===== config.mk =====
export PLATFORM = sky130hd
export DESIGN_NAME = systolic_feeder
export DESIGN_NICKNAME = d
export VERILOG_FILES = /design/src/rtl/systolic_pkg.sv /design/src/rtl/feeder_fifo.sv /design/src/rtl/systolic_feeder.sv
export SDC_FILE = /design/constraint.sdc
export NUM_CORES = 1
export LEC_CHECK = 0
export CORE_MARGIN = 4
export CORE_UTILIZATION = 25
export DETAILED_ROUTE_END_ITERATION = 16
export MAX_ROUTING_LAYER = met4
export PLACE_DENSITY_LB_ADDON = 0.05
export SLEW_MARGIN = 20
export SYNTH_ARGS = -nofsm -noshare
export SYNTH_HDL_FRONTEND = slang
export SYNTH_HIERARCHICAL = 1
export SYNTH_SLANG_ARGS = --single-unit
export TNS_END_PERCENT = 10

===== constraint.sdc =====
create_clock -name clk -period 3.35 [get_ports clk]
set_input_delay 0.67 -clock clk [delete_from_list [all_inputs] [get_ports clk]]
set_output_delay 0.67 -clock clk [all_outputs]
set_load 0.02 [all_outputs]

===== src/rtl/systolic_pkg.sv =====
// Shared definitions for the systolic array and its feeder: default geometry,
// feeder FSM states and the lane-packing helper used on every lane bus.
package systolic_pkg;

  localparam int DATA_SIZE = 16;
  localparam int SIZE      = 3;

  typedef enum logic [2:0] {
    IDLE,
    W_COLLECT,
    W_PUSH,
    W_GAP,
    STREAM,
    DRAIN
  } feeder_state_t;

  // LSB position of lane r on an n-lane bus of w-bit elements; lane 0 sits in the MSBs.
  function automatic int lane_lo(input int r, input int n, input int w);
    return (n - 1 - r) * w;
  endfunction

endpackage


===== src/rtl/feeder_fifo.sv =====
// Synchronous FIFO with fall-through read port: rd_data shows the head entry
// whenever empty is low. Pushes while full and pops while empty are ignored.
module feeder_fifo #(
  parameter int width = 49,
  parameter int depth = 4
) (
  input  logic                         clk,
  input  logic                         reset,
  input  logic                         push,
  input  logic [width-1:0]             wr_data,
  input  logic                         pop,
  output logic [width-1:0]             rd_data,
  output logic                         full,
  output logic                         empty,
  output logic [$clog2(depth+1)-1:0]   count
);

  localparam int AW = (depth > 1) ? $clog2(depth) : 1;
  localparam int CW = $clog2(depth + 1);

  logic [width-1:0] mem [depth];
  logic [AW-1:0]    wr_ptr;
  logic [AW-1:0]    rd_ptr;
  logic             do_push;
  logic             do_pop;

  assign full    = (count == CW'(depth));
  assign empty   = (count == '0);
  assign do_push = push && !full;
  assign do_pop  = pop && !empty;
  assign rd_data = mem[rd_ptr];

  always_ff @(posedge clk) begin
    if (reset) begin
      wr_ptr <= '0;
      rd_ptr <= '0;
      count  <= '0;
    end else begin
      if (do_push) wr_ptr <= (wr_ptr == AW'(depth - 1)) ? '0 : wr_ptr + 1'b1;
      if (do_pop)  rd_ptr <= (rd_ptr == AW'(depth - 1)) ? '0 : rd_ptr + 1'b1;
      if (do_push && !do_pop)      count <= count + 1'b1;
      else if (do_pop && !do_push) count <= count - 1'b1;
    end
  end

  always_ff @(posedge clk) begin
    if (do_push) mem[wr_ptr] <= wr_data;
  end

endmodule


===== src/rtl/systolic_feeder.sv =====
// Front end of the weight-stationary array: loads one weight matrix, replays it
// on set_w/w_stream, then streams buffered vectors with per-lane diagonal skew.
module systolic_feeder
  import systolic_pkg::*;
#(
  parameter int data_size = DATA_SIZE,
  parameter int size      = SIZE,
  parameter int depth     = 4
) (
  input  logic                      clk,
  input  logic                      reset,
  input  logic [data_size*size-1:0] w_in,
  input  logic                      w_in_valid,
  output logic                      w_in_ready,
  input  logic [data_size*size-1:0] x_in,
  input  logic                      x_in_valid,
  input  logic                      x_in_last,
  output logic                      x_in_ready,
  output logic                      set_w,
  output logic [data_size*size-1:0] w_stream,
  output logic [data_size*size-1:0] data_stream,
  output logic [size-1:0]           lane_valid,
  output logic                      batch_done
);

  localparam int BW   = data_size * size;
  localparam int CW   = (size > 1) ? $clog2(size) : 1;
  localparam int DW   = $clog2(2 * size);
  localparam int CNTW = $clog2(depth + 1);

  feeder_state_t   state;
  feeder_state_t   state_n;
  logic [CW-1:0]   wcnt;
  logic [CW-1:0]   pcnt;
  logic [CW-1:0]   pcnt_n;
  logic [DW-1:0]   dcnt;
  logic [BW-1:0]   row_buf [size];

  logic            pop;
  logic            fifo_empty;
  logic            unused_fifo_full;
  logic [CNTW-1:0] fifo_count;
  logic [BW:0]     fifo_rd;
  logic [BW-1:0]   fifo_x;
  logic            fifo_last;

  feeder_fifo #(
    .width (BW + 1),
    .depth (depth)
  ) u_fifo (
    .clk     (clk),
    .reset   (reset),
    .push    (x_in_valid && !reset),
    .wr_data ({x_in, x_in_last}),
    .pop     (pop),
    .rd_data (fifo_rd),
    .full    (unused_fifo_full),
    .empty   (fifo_empty),
    .count   (fifo_count)
  );

  assign x_in_ready = (fifo_count < CNTW'(depth));
  assign fifo_x     = fifo_rd[BW:1];
  assign fifo_last  = fifo_rd[0];

  always_comb begin
    state_n    = state;
    pcnt_n     = '0;
    w_in_ready = 1'b0;
    pop        = 1'b0;
    case (state)
      IDLE, W_COLLECT: begin
        w_in_ready = 1'b1;
        if (w_in_valid) state_n = (wcnt == CW'(size - 1)) ? W_PUSH : W_COLLECT;
      end
      W_PUSH: begin
        if (pcnt == CW'(size - 1)) state_n = W_GAP;
        else                       pcnt_n  = pcnt + 1'b1;
      end
      W_GAP:  state_n = STREAM;
      STREAM: begin
        pop = !fifo_empty;
        if (pop && fifo_last) state_n = DRAIN;
      end
      DRAIN:   if (dcnt == DW'(2 * size - 2)) state_n = IDLE;
      default: state_n = IDLE;
    endcase
  end

  // set_w/w_stream are registered from the next state so they line up with W_PUSH.
  always_ff @(posedge clk) begin
    if (reset) begin
      state      <= IDLE;
      wcnt       <= '0;
      pcnt       <= '0;
      dcnt       <= '0;
      set_w      <= 1'b0;
      w_stream   <= '0;
      batch_done <= 1'b0;
    end else begin
      state <= state_n;
      pcnt  <= pcnt_n;
      if (w_in_valid && w_in_ready)
        wcnt <= (wcnt == CW'(size - 1)) ? '0 : wcnt + 1'b1;
      dcnt       <= (state == DRAIN && state_n == DRAIN) ? dcnt + 1'b1 : '0;
      set_w      <= (state_n == W_PUSH);
      w_stream   <= (state_n == W_PUSH) ? row_buf[pcnt_n] : '0;
      batch_done <= (state == DRAIN) && (state_n == IDLE);
    end
  end

  always_ff @(posedge clk) begin
    if (w_in_valid && w_in_ready) row_buf[wcnt] <= w_in;
  end

  for (genvar r = 0; r < size; r++) begin : g_lane
    localparam int LO = lane_lo(r, size, data_size);

    logic [data_size-1:0] x_pn [r+1];
    logic [r:0]           vld_pn;

    always_ff @(posedge clk) begin
      if (reset) begin
        for (int i = 0; i <= r; i++) x_pn[i] <= '0;
        vld_pn <= '0;
      end else begin
        // stage 0: popped lane element, or zero on a bubble
        x_pn[0]   <= pop ? fifo_x[LO +: data_size] : '0;
        vld_pn[0] <= pop;
        // stages 1..r: diagonal skew delay
        for (int i = 1; i <= r; i++) begin
          x_pn[i]   <= x_pn[i-1];
          vld_pn[i] <= vld_pn[i-1];
        end
      end
    end

    assign data_stream[LO +: data_size] = x_pn[r];
    assign lane_valid[r]                = vld_pn[r];
  end

endmodule


==> results of run 1 <==
-- report_power, final --
group,internal [uW],switching [uW],total (uW)
registers,6850,44.5,6900
logic,221,259,480
clock network,4080,2540,6620
total,11200,2840,14000
-- layout by cell type (no fill, tap or decap), types with 6 or more instances in the layout --
master / Yosys / final
mux4_2: 47 / 47
mux2i_1: 50 / 50
ha_1: 8 / 8
inv_1: 11 / 9
clkbuf_16: 0 / 58
dfxtp_1: 168 / 165
clkbuf_8: 0 / 6
clkinv_2: 1 / 13
edfxtp_1: 340 / 340
buf_12: 2 / 14
clkdlybuf4s50_1: 0 / 202
a211oi_1: 39 / 39
buf_4: 37 / 14
nand2_1: 7 / 7
clkinv_1: 0 / 6
bufinv_16: 0 / 10
nor2_1: 59 / 58
nor2b_1: 54 / 52
clkbuf_1: 30 / 11
a211oi_2: 9 / 9
and2_1: 48 / 48
-- through the flow --
stage	area (um2)	instances	util	setup WS (ps)	power [uW]
3_3_place_gp	20600	2047	0.298	350	7530
2_1_floorplan	17500	967	-	348	7220
3_5_place_dp	20600	2047	0.298	344	7530
5_1_grt	22600	2159	0.328	753	14600
6_report	22600	2159	0.328	895	14000
4_1_cts	22600	2157	0.328	801	14300
-- critical path, cell delays in order (launching register included) --
cell and delay, ps:
dfxtp_1 370, nor2_1 150, clkdlybuf4s50_1 670
-- state kept, by name, summed over array words and instances, names as in the netlist, 3 cells and up, named ones only --
signal / flops
g_lane.vld_pn: 3
u_fifo/mem: 196
w_stream: 48
g_lane.x_pn: 96
row_buf: 144
dcnt: 3
u_fifo/count: 3
state: 3
-- layer usage --
metal | global-route usage | vias to the layer above
met5 | - | -
met4 | 0.0271 | 0
li1 | - | 4014
met3 | 0.0299 | 56
met1 | 0.135 | 4233
met2 | 0.181 | 183
-- final cells by class --
class,count,area share
Clock buffer,75,0.0697
Sequential cell,508,0.601
Antenna cell,2,0.000221
Clock inverter,35,0.0199
Tap cell,931,0.0515
Inverter,12,0.00205
Timing Repair Buffer,230,0.106
Multi-Input combinational cell,366,0.149
-- path summary, 6_finish.rpt --
| kind | end | slack, ps | depth (start not counted) |
|---|---|---|---|
| setup / recovery | w_in_ready | 900 | 2 |
| hold / removal | g_lane[2].x_pn[0][25]$_SDFF_PP0_ | 430 | 1 |
| setup reg to reg | u_fifo/count[2]$_SDFFE_PP0P_ | 1050 | 9 |
| hold reg to reg | g_lane[2].x_pn[0][25]$_SDFF_PP0_ | 430 | 1 |
-- cell families (layout without fill, tap and decap cells) --
logic type,after synthesis,count (layout),synth area share
flops,508,508,0.778
mux,99,99,0.0923
fa+ha+maj,9,9,0.00688
buf+inv,93,352,0.0312
xor+xnor,3,3,0.00151
other cells,0,2,0
simple gates,193,193,0.0612
compound gates,62,62,0.0294
==> flow_metrics.py, run 1 <==
metrics = {
    "detailed_routing": {
        "drt-met1-wl_mm": 17.5,
        "drt-total-wl_mm": 39.7,
        "dr_wl_met3_mm": 2.06,
        "top_layer": "met4",
        "wl_per_cell_um": 18.4,
        "num_vias": 8486,
        "route.met2.wl_mm": 19.4,
        "ant_nets": 0,
        "via_per_inst": 3.93,
        "first_pass_iters": 6,
        "drt_iter0_drc": 299,
        "drc": 0,
    },
    "logic_synthesis": {
        "synth_cells": 967,
        "synthFlopType": "edfxtp_1",
        "avgSynthCellArea_um2": 18.1,
        "synth_area_leaders": "edfxtp_1 (58%), dfxtp_1 (19%), mux4_2 (6.1%)",
        "yosys_warnings": 6,
        "ys_ff_latch": 508,
        "yosysUniqueCellTypes": 45,
        "synth_fp_nets": 1077,
        "yosysMostFrequentCell": "edfxtp_1",
        "synth_common_cells": "edfxtp_1 (340), dfxtp_1 (168), nor2_1 (59)",
        "synth_edf_count": 340,
        "synth-seq-area-share": 0.778,
        "netlist.area_leader.share": 0.585,
        "async_flop_share": 0,
        "syn_area_mm2": 0.0175,
        "yosysTopAreaCell": "edfxtp_1",
    },
    "worst_setup_path": {
        "path_class": "flip-flop to output port",
        "cp.required_ps": 2680,
        "crit_fanout": 7,
        "reg2reg_from": "u_fifo/count[0]$_SDFFE_PP0P_",
        "cp-start-kind": "flip-flop",
        "endpoint_kind": "output port",
        "startpoint": "state[1]$_SDFF_PP0_",
        "cp_data_arrival_time_ps": 1780,
    },
    "sta": {
        "fin_worst_skew_ps": 22.4,
        "maxSlewViolCount": 0,
        "whs_ps": 431,
        "max_freq_mhz": 407,
        "hold_viol_final": 0,
        "rsz0062_at_grt": "no",
        "setup_viol": 0,
        "period_minus_slack_ps": 2450,
        "timing.final.crit_share": 0.733,
        "setup_tns_ps": 0,
        "slew_headroom": 0.455,
        "tightest_slew_ps": 818,
    },
    "worst_hold_path": {
        "min_from": "g_lane[2].x_pn[0][9]$_SDFF_PP0_",
        "hp-class": "flip-flop to flip-flop",
    },
    "layout": {
        "fillers": 6712,
        "register_area_mm2": 0.0136,
        "multi_input_area_mm2": 0.00338,
        "nNetsFinal": 1286,
        "layout-drive-gt1-share": 0.158,
        "areaGrowthSynthToFinish_pct": 29.5,
    },
    "cts": {
        "post_cts_buffers": 0,
        "cts_inserted_buffers": 58,
        "hold_buffers": 0,
        "cts_resized": 0,
        "cts_max_level": 2,
        "cts_sinks": 508,
        "cts_root_buf": "clkbuf_16",
        "cts_tree": "done",
        "path_clk_slew_ps": 60,
        "clk_path_buf_depth": 3,
        "clock_latency_ps": 600,
    },
    "floorplan": {
        "ios": 204,
        "die_w_um": 272,
        "dieArea_mm2": 0.0741,
        "die_h_um": 272,
        "num_rows": 96,
        "coreArea_mm2": 0.0689,
        "initial_utilization": 0.253,
    },
    "grt": {
        "grt_pass1_wl_mm": 60.2,
        "grt_overflow": 0,
        "grt_max_degree": 61,
        "grtUsageTotal": 0.110,
        "antenna_found_initial": 2,
        "grt_pass1_vias": 9317,
    },
    "outcome": {
        "status": "completed",
    },
    "power": {
        "leakage_uw": 0.00739,
        "powerDensity_mw_per_mm2": 619,
        "vdd_drop_max_uv": 340,
    },
    "placement": {
        "gp_congestion": 0.660,
        "dp_hpwl_mm": 23.7,
        "port_buffers": 203,
    },
    "flow_run": {
        "cap_viol_max_count": 0,
    },
}
Power figures use the tool's default switching activity.
==> run 2, diff against run 1 <==
Clock period 3.35 ns to 2.1 ns, I/O delays scaled along.
==> flow_metrics.py, run 2 (synthesized netlist as in run 1, its figures left out) <==
metrics = {
    "cts": {
        "cts_sinks": 508,
        "cts_tree": "done",
        "cts_root_buf": "clkbuf_16",
        "hold_buffers": 0,
        "path_clk_slew_ps": 60,
        "clock_latency_ps": 610,
        "cts_inserted_buffers": 59,
        "clk_path_buf_depth": 3,
        "cts_max_level": 2,
    },
    "layout": {
        "fillers": 6731,
        "final_cell_mix": "edfxtp_1 (340), clkdlybuf4s50_1 (194), dfxtp_1 (164)",
        "largest_reg_flops": 196,
        "nNetsFinal": 1317,
        "top_regs": "u_fifo/mem (196), row_buf (144), g_lane.x_pn (96)",
        "top_register": "u_fifo/mem",
        "areaGrowthSynthToFinish_pct": 31.8,
        "layout-drive-gt1-share": 0.201,
        "final_common_cell": "edfxtp_1",
        "postLayoutCoreUtil": 0.334,
    },
    "worst_hold_path": {
        "hp-class": "input port to flip-flop",
    },
    "worst_setup_path": {
        "cp_data_arrival_time_ps": 2570,
        "path_class": "flip-flop to flip-flop",
        "crit_fanout": 3,
        "cp-start-kind": "flip-flop",
        "cp.required_ps": 2620,
        "reg2reg_slack_ps": 40,
        "endpoint_kind": "flip-flop",
    },
    "grt": {
        "antenna_found_initial": 3,
        "grt_pass1_wl_mm": 61.0,
        "grt_max_degree": 71,
        "grt_pass1_vias": 9550,
        "grt_overflow": 0,
        "grtUsageTotal": 0.111,
    },
    "sta": {
        "slew_headroom": 0.530,
        "timing.final.crit_share": 0.979,
        "fin_worst_skew_ps": 18.4,
        "setup_viol": 0,
        "whs_ps": 263,
        "max_freq_mhz": 486,
        "rsz0062_at_grt": "yes",
        "maxSlewViolCount": 0,
        "hold_viol_final": 0,
        "period_minus_slack_ps": 2060,
        "tightest_slew_ps": 705,
    },
    "floorplan": {
        "die_w_um": 272,
        "ios": 204,
        "dieArea_mm2": 0.0741,
        "initial_utilization": 0.253,
        "num_rows": 96,
        "die_h_um": 272,
        "coreArea_mm2": 0.0689,
    },
    "detailed_routing": {
        "num_vias": 8702,
        "ant_nets": 0,
        "first_pass_iters": 4,
        "drc": 0,
        "drt-total-wl_mm": 40.5,
        "wl_per_cell_um": 18.5,
        "via_per_inst": 3.97,
        "drt_iter0_drc": 404,
    },
    "placement": {
        "gp_congestion": 0.652,
        "dp_hpwl_mm": 23.6,
        "port_buffers": 203,
    },
    "power": {
        "vdd_drop_max_uv": 734,
        "finalPower_uw": 22000,
        "leakage_uw": 0.00761,
        "powerDensity_mw_per_mm2": 954,
    },
    "flow_run": {
        "cap_viol_max_count": 0,
    },
    "outcome": {
        "status": "completed",
    },
}
## run 2: area by class of cell
cell class                      count  area (um2)  share of cell area
Inverter                           12        46.3             0.00201
Antenna cell                        2        5.00            0.000217
Clock buffer                       79        1670              0.0728
Tap cell                          931        1160              0.0506
Timing Repair Buffer              260        2750               0.119
Clock inverter                     33         277              0.0120
Multi-Input combinational cell    366        3520               0.153
Sequential cell                   508       13600               0.590
## run 2: critical path: stages (launching register included)
cell and delay, ps:
dfxtp_2 330, buf_4 130, or3b_4 230, clkinv_2 60, nor2_4 110, ha_4 140
inv_1 40, fa_2 320, xor2_1 180, or3_1 300, a21oi_1 120
## run 2: power by group
part	total, uW	switching, uW	internal (uW)
clock	10100	4060	6060
sequential	11000	63.6	10900
combinational	846	443	402
total	22000	4560	17400
## run 2: worst paths after layout
kind | from | to | cells past startpoint
min | reset | u_fifo/wr_ptr[1]$_SDFFE_PP0P_ | 3
max reg2reg | u_fifo/count[2]$_SDFFE_PP0P_ | u_fifo/count[2]$_SDFFE_PP0P_ | 10
min reg2reg | g_lane[2].x_pn[0][28]$_SDFF_PP0_ | g_lane[2].x_pn[0][44]$_SDFF_PP0_ | 1
max | u_fifo/count[2]$_SDFFE_PP0P_ | u_fifo/count[2]$_SDFFE_PP0P_ | 10
## run 2: metrics by stage
step                worst slack, ps  instances  TNS, ps  cell area [um2]
CTS                           -37.1       2185    -37.1            22800
floorplan                      -493        967   -62390            17500
global route                  -42.8       2191     -117            23000
finish                         43.5       2191        0            23000
global placement               -598       2073   -49980            20800
detailed placement             -591       2073   -52160            20800
## run 2: timing repair
action	in CTS	in global routing
endpoints found under the setup margin	8	35
resized for setup	13	30
cloned	0	2
buffers inserted	0	2
pin swaps	0	5
## run 2: routing by layer
metal / global-route usage / share of wire / routed length (um) / up-vias
met5: - / 0 / 0 / -
met4: 0.0310 / 0.022 / 911 / 0
met3: 0.0311 / 0.056 / 2280 / 72
met2: 0.182 / 0.48 / 19500 / 179
met1: 0.136 / 0.44 / 17800 / 4381
li1: - / - / - / 4070
==> run 3, diff against run 2 <==
Settings changed: GPL_TIMING_DRIVEN set to 0, TNS_END_PERCENT 10 to 30.
==> flow_metrics.py, run 3 (synthesized netlist as in run 1, its figures left out) <==
metrics = {
    "floorplan": {
        "coreArea_mm2": 0.0689,
        "ios": 204,
        "num_rows": 96,
        "die_w_um": 272,
        "initial_utilization": 0.253,
        "dieArea_mm2": 0.0741,
        "die_h_um": 272,
    },
    "outcome": {
        "violations": "negative setup slack",
        "status": "finished, violations left",
    },
    "detailed_routing": {
        "drt-total-wl_mm": 41.0,
        "first_pass_iters": 6,
        "wl_per_cell_um": 18.3,
        "num_vias": 8765,
        "via_per_inst": 3.91,
        "drt_iter0_drc": 431,
        "drc": 0,
        "ant_nets": 0,
    },
    "placement": {
        "placed_cells": 2107,
        "gp_congestion": 0.662,
        "dp_hpwl_mm": 25.3,
        "port_buffers": 203,
    },
    "sta": {
        "max_freq_mhz": 457,
        "hold_viol_final": 0,
        "worst_slack_ps": -90.4,
        "setup_viol": 35,
        "period_minus_slack_ps": 2190,
        "timing.final.crit_share": 1.04,
        "slew_headroom": 0.382,
        "fin_worst_skew_ps": 14.2,
        "tightest_slew_ps": 927,
        "whs_ps": 220,
        "rsz0062_at_grt": "yes",
        "maxSlewViolCount": 0,
    },
    "grt": {
        "grt_max_degree": 50,
        "grt_overflow": 0,
        "grt_pass1_vias": 9374,
        "antenna_found_initial": 3,
        "grt_pass1_wl_mm": 60.6,
        "grtUsageTotal": 0.112,
    },
    "cts": {
        "cts_inserted_buffers": 59,
        "cts_sinks": 508,
        "cts_tree": "done",
        "clk_path_buf_depth": 3,
        "path_clk_slew_ps": 60,
        "clock_latency_ps": 600,
        "cts_root_buf": "clkbuf_16",
        "cts_max_level": 2,
        "hold_buffers": 0,
    },
    "worst_setup_path": {
        "cp.required_ps": 2610,
        "crit_fanout": 7,
        "path_class": "flip-flop to flip-flop",
        "crit_path_end": "w_stream[8]$_SDFF_PP0_",
        "timing.rr.end": "w_stream[8]$_SDFF_PP0_",
        "cp_data_arrival_time_ps": 2700,
        "reg2reg_slack_ps": -90,
        "cp-start-kind": "flip-flop",
        "endpoint_kind": "flip-flop",
        "reg2reg_depth": 8,
    },
    "layout": {
        "nNetsFinal": 1367,
        "fillers": 6751,
        "stdcell_count": 2241,
        "postLayoutCoreUtil": 0.335,
        "top_register": "u_fifo/mem",
        "final_common_cell": "edfxtp_1",
        "register_area_mm2": 0.0136,
        "top_regs": "u_fifo/mem (196), row_buf (144), g_lane.x_pn (96)",
        "final_cell_mix": "edfxtp_1 (340), clkdlybuf4s50_1 (175), dfxtp_1 (160)",
        "largest_reg_flops": 196,
        "multi_input_area_mm2": 0.00359,
        "areaGrowthSynthToFinish_pct": 32.5,
        "layout-drive-gt1-share": 0.229,
    },
    "power": {
        "vdd_drop_max_uv": 522,
        "leakage_uw": 0.00774,
        "powerDensity_mw_per_mm2": 922,
    },
    "worst_hold_path": {
        "hp-class": "input port to flip-flop",
    },
    "flow_run": {
        "cap_viol_max_count": 0,
    },
}
==> run 3: cell type report <==
class                      instances  area share
buffer                            80      0.0268
tap                              931      0.0504
inverter                          12     0.00243
antenna                            3    0.000325
clock buffer                      97      0.0753
clock inverter                    14     0.00270
multi-input combinational        366       0.155
timing repair buffer             230      0.0994
sequential                       508       0.588
==> run 3: how the worst min path moves through the flow <==
stage / slack [ps] / from / to / depth (start not counted)
after floorplan: 410 / g_lane[1].x_pn[0][0]$_SDFF_PP0_ / g_lane[1].x_pn[0][16]$_SDFF_PP0_ / 1
after global placement: 420 / g_lane[2].x_pn[0][2]$_SDFF_PP0_ / g_lane[2].x_pn[0][18]$_SDFF_PP0_ / 1
after detailed placement: 420 / g_lane[2].x_pn[0][13]$_SDFF_PP0_ / g_lane[2].x_pn[0][29]$_SDFF_PP0_ / 1
after CTS: 170 / reset / state[1]$_SDFF_PP0_ / 2
after global routing: 190 / reset / state[1]$_SDFF_PP0_ / 2
final: 220 / reset / state[1]$_SDFF_PP0_ / 2
==> run 3: worst max-delay path, cell delays in order, from the launching register on <==
cell and delay (ps):
dfxtp_2 320, buf_6 110, buf_12 110, mux4_2 550
a32oi_4 260, nand4_4 220, buf_8 210, buf_4 150
a211oi_1 180
==> run 3: through the flow <==
stage	setup TNS (ps)	power (uW)	worst slack [ps]	area, um2
after floorplan	-54440	11500	-493	17500
after global placement	-742760	12000	-2310	20700
after detailed placement	-500980	12000	-2160	20800
after CTS	-6150	21800	-183	22700
after global routing	-4320	22300	-162	23100
final	-1270	21300	-90.4	23100
==> run 3: routing by layer <==
layer,vias to the layer above,global-route usage,wire length (um)
met3,71,0.0301,2210
met5,-,-,0
li1,4172,-,-
met2,189,0.188,20300
met1,4333,0.133,17400
met4,0,0.0312,963
==> run 3: timing repair <==
action / in CTS / in global routing
endpoints found under the setup margin: 380 / 136
setup buffers: 2 / 18
pin swaps: 5 / 8
gates resized for setup: 66 / 80
cloned: 0 / 1
==> run 3: power by group <==
group / internal [uW] / switching, uW
clock network: 5600 / 3920
registers: 10900 / 74.0
logic: 368 / 430
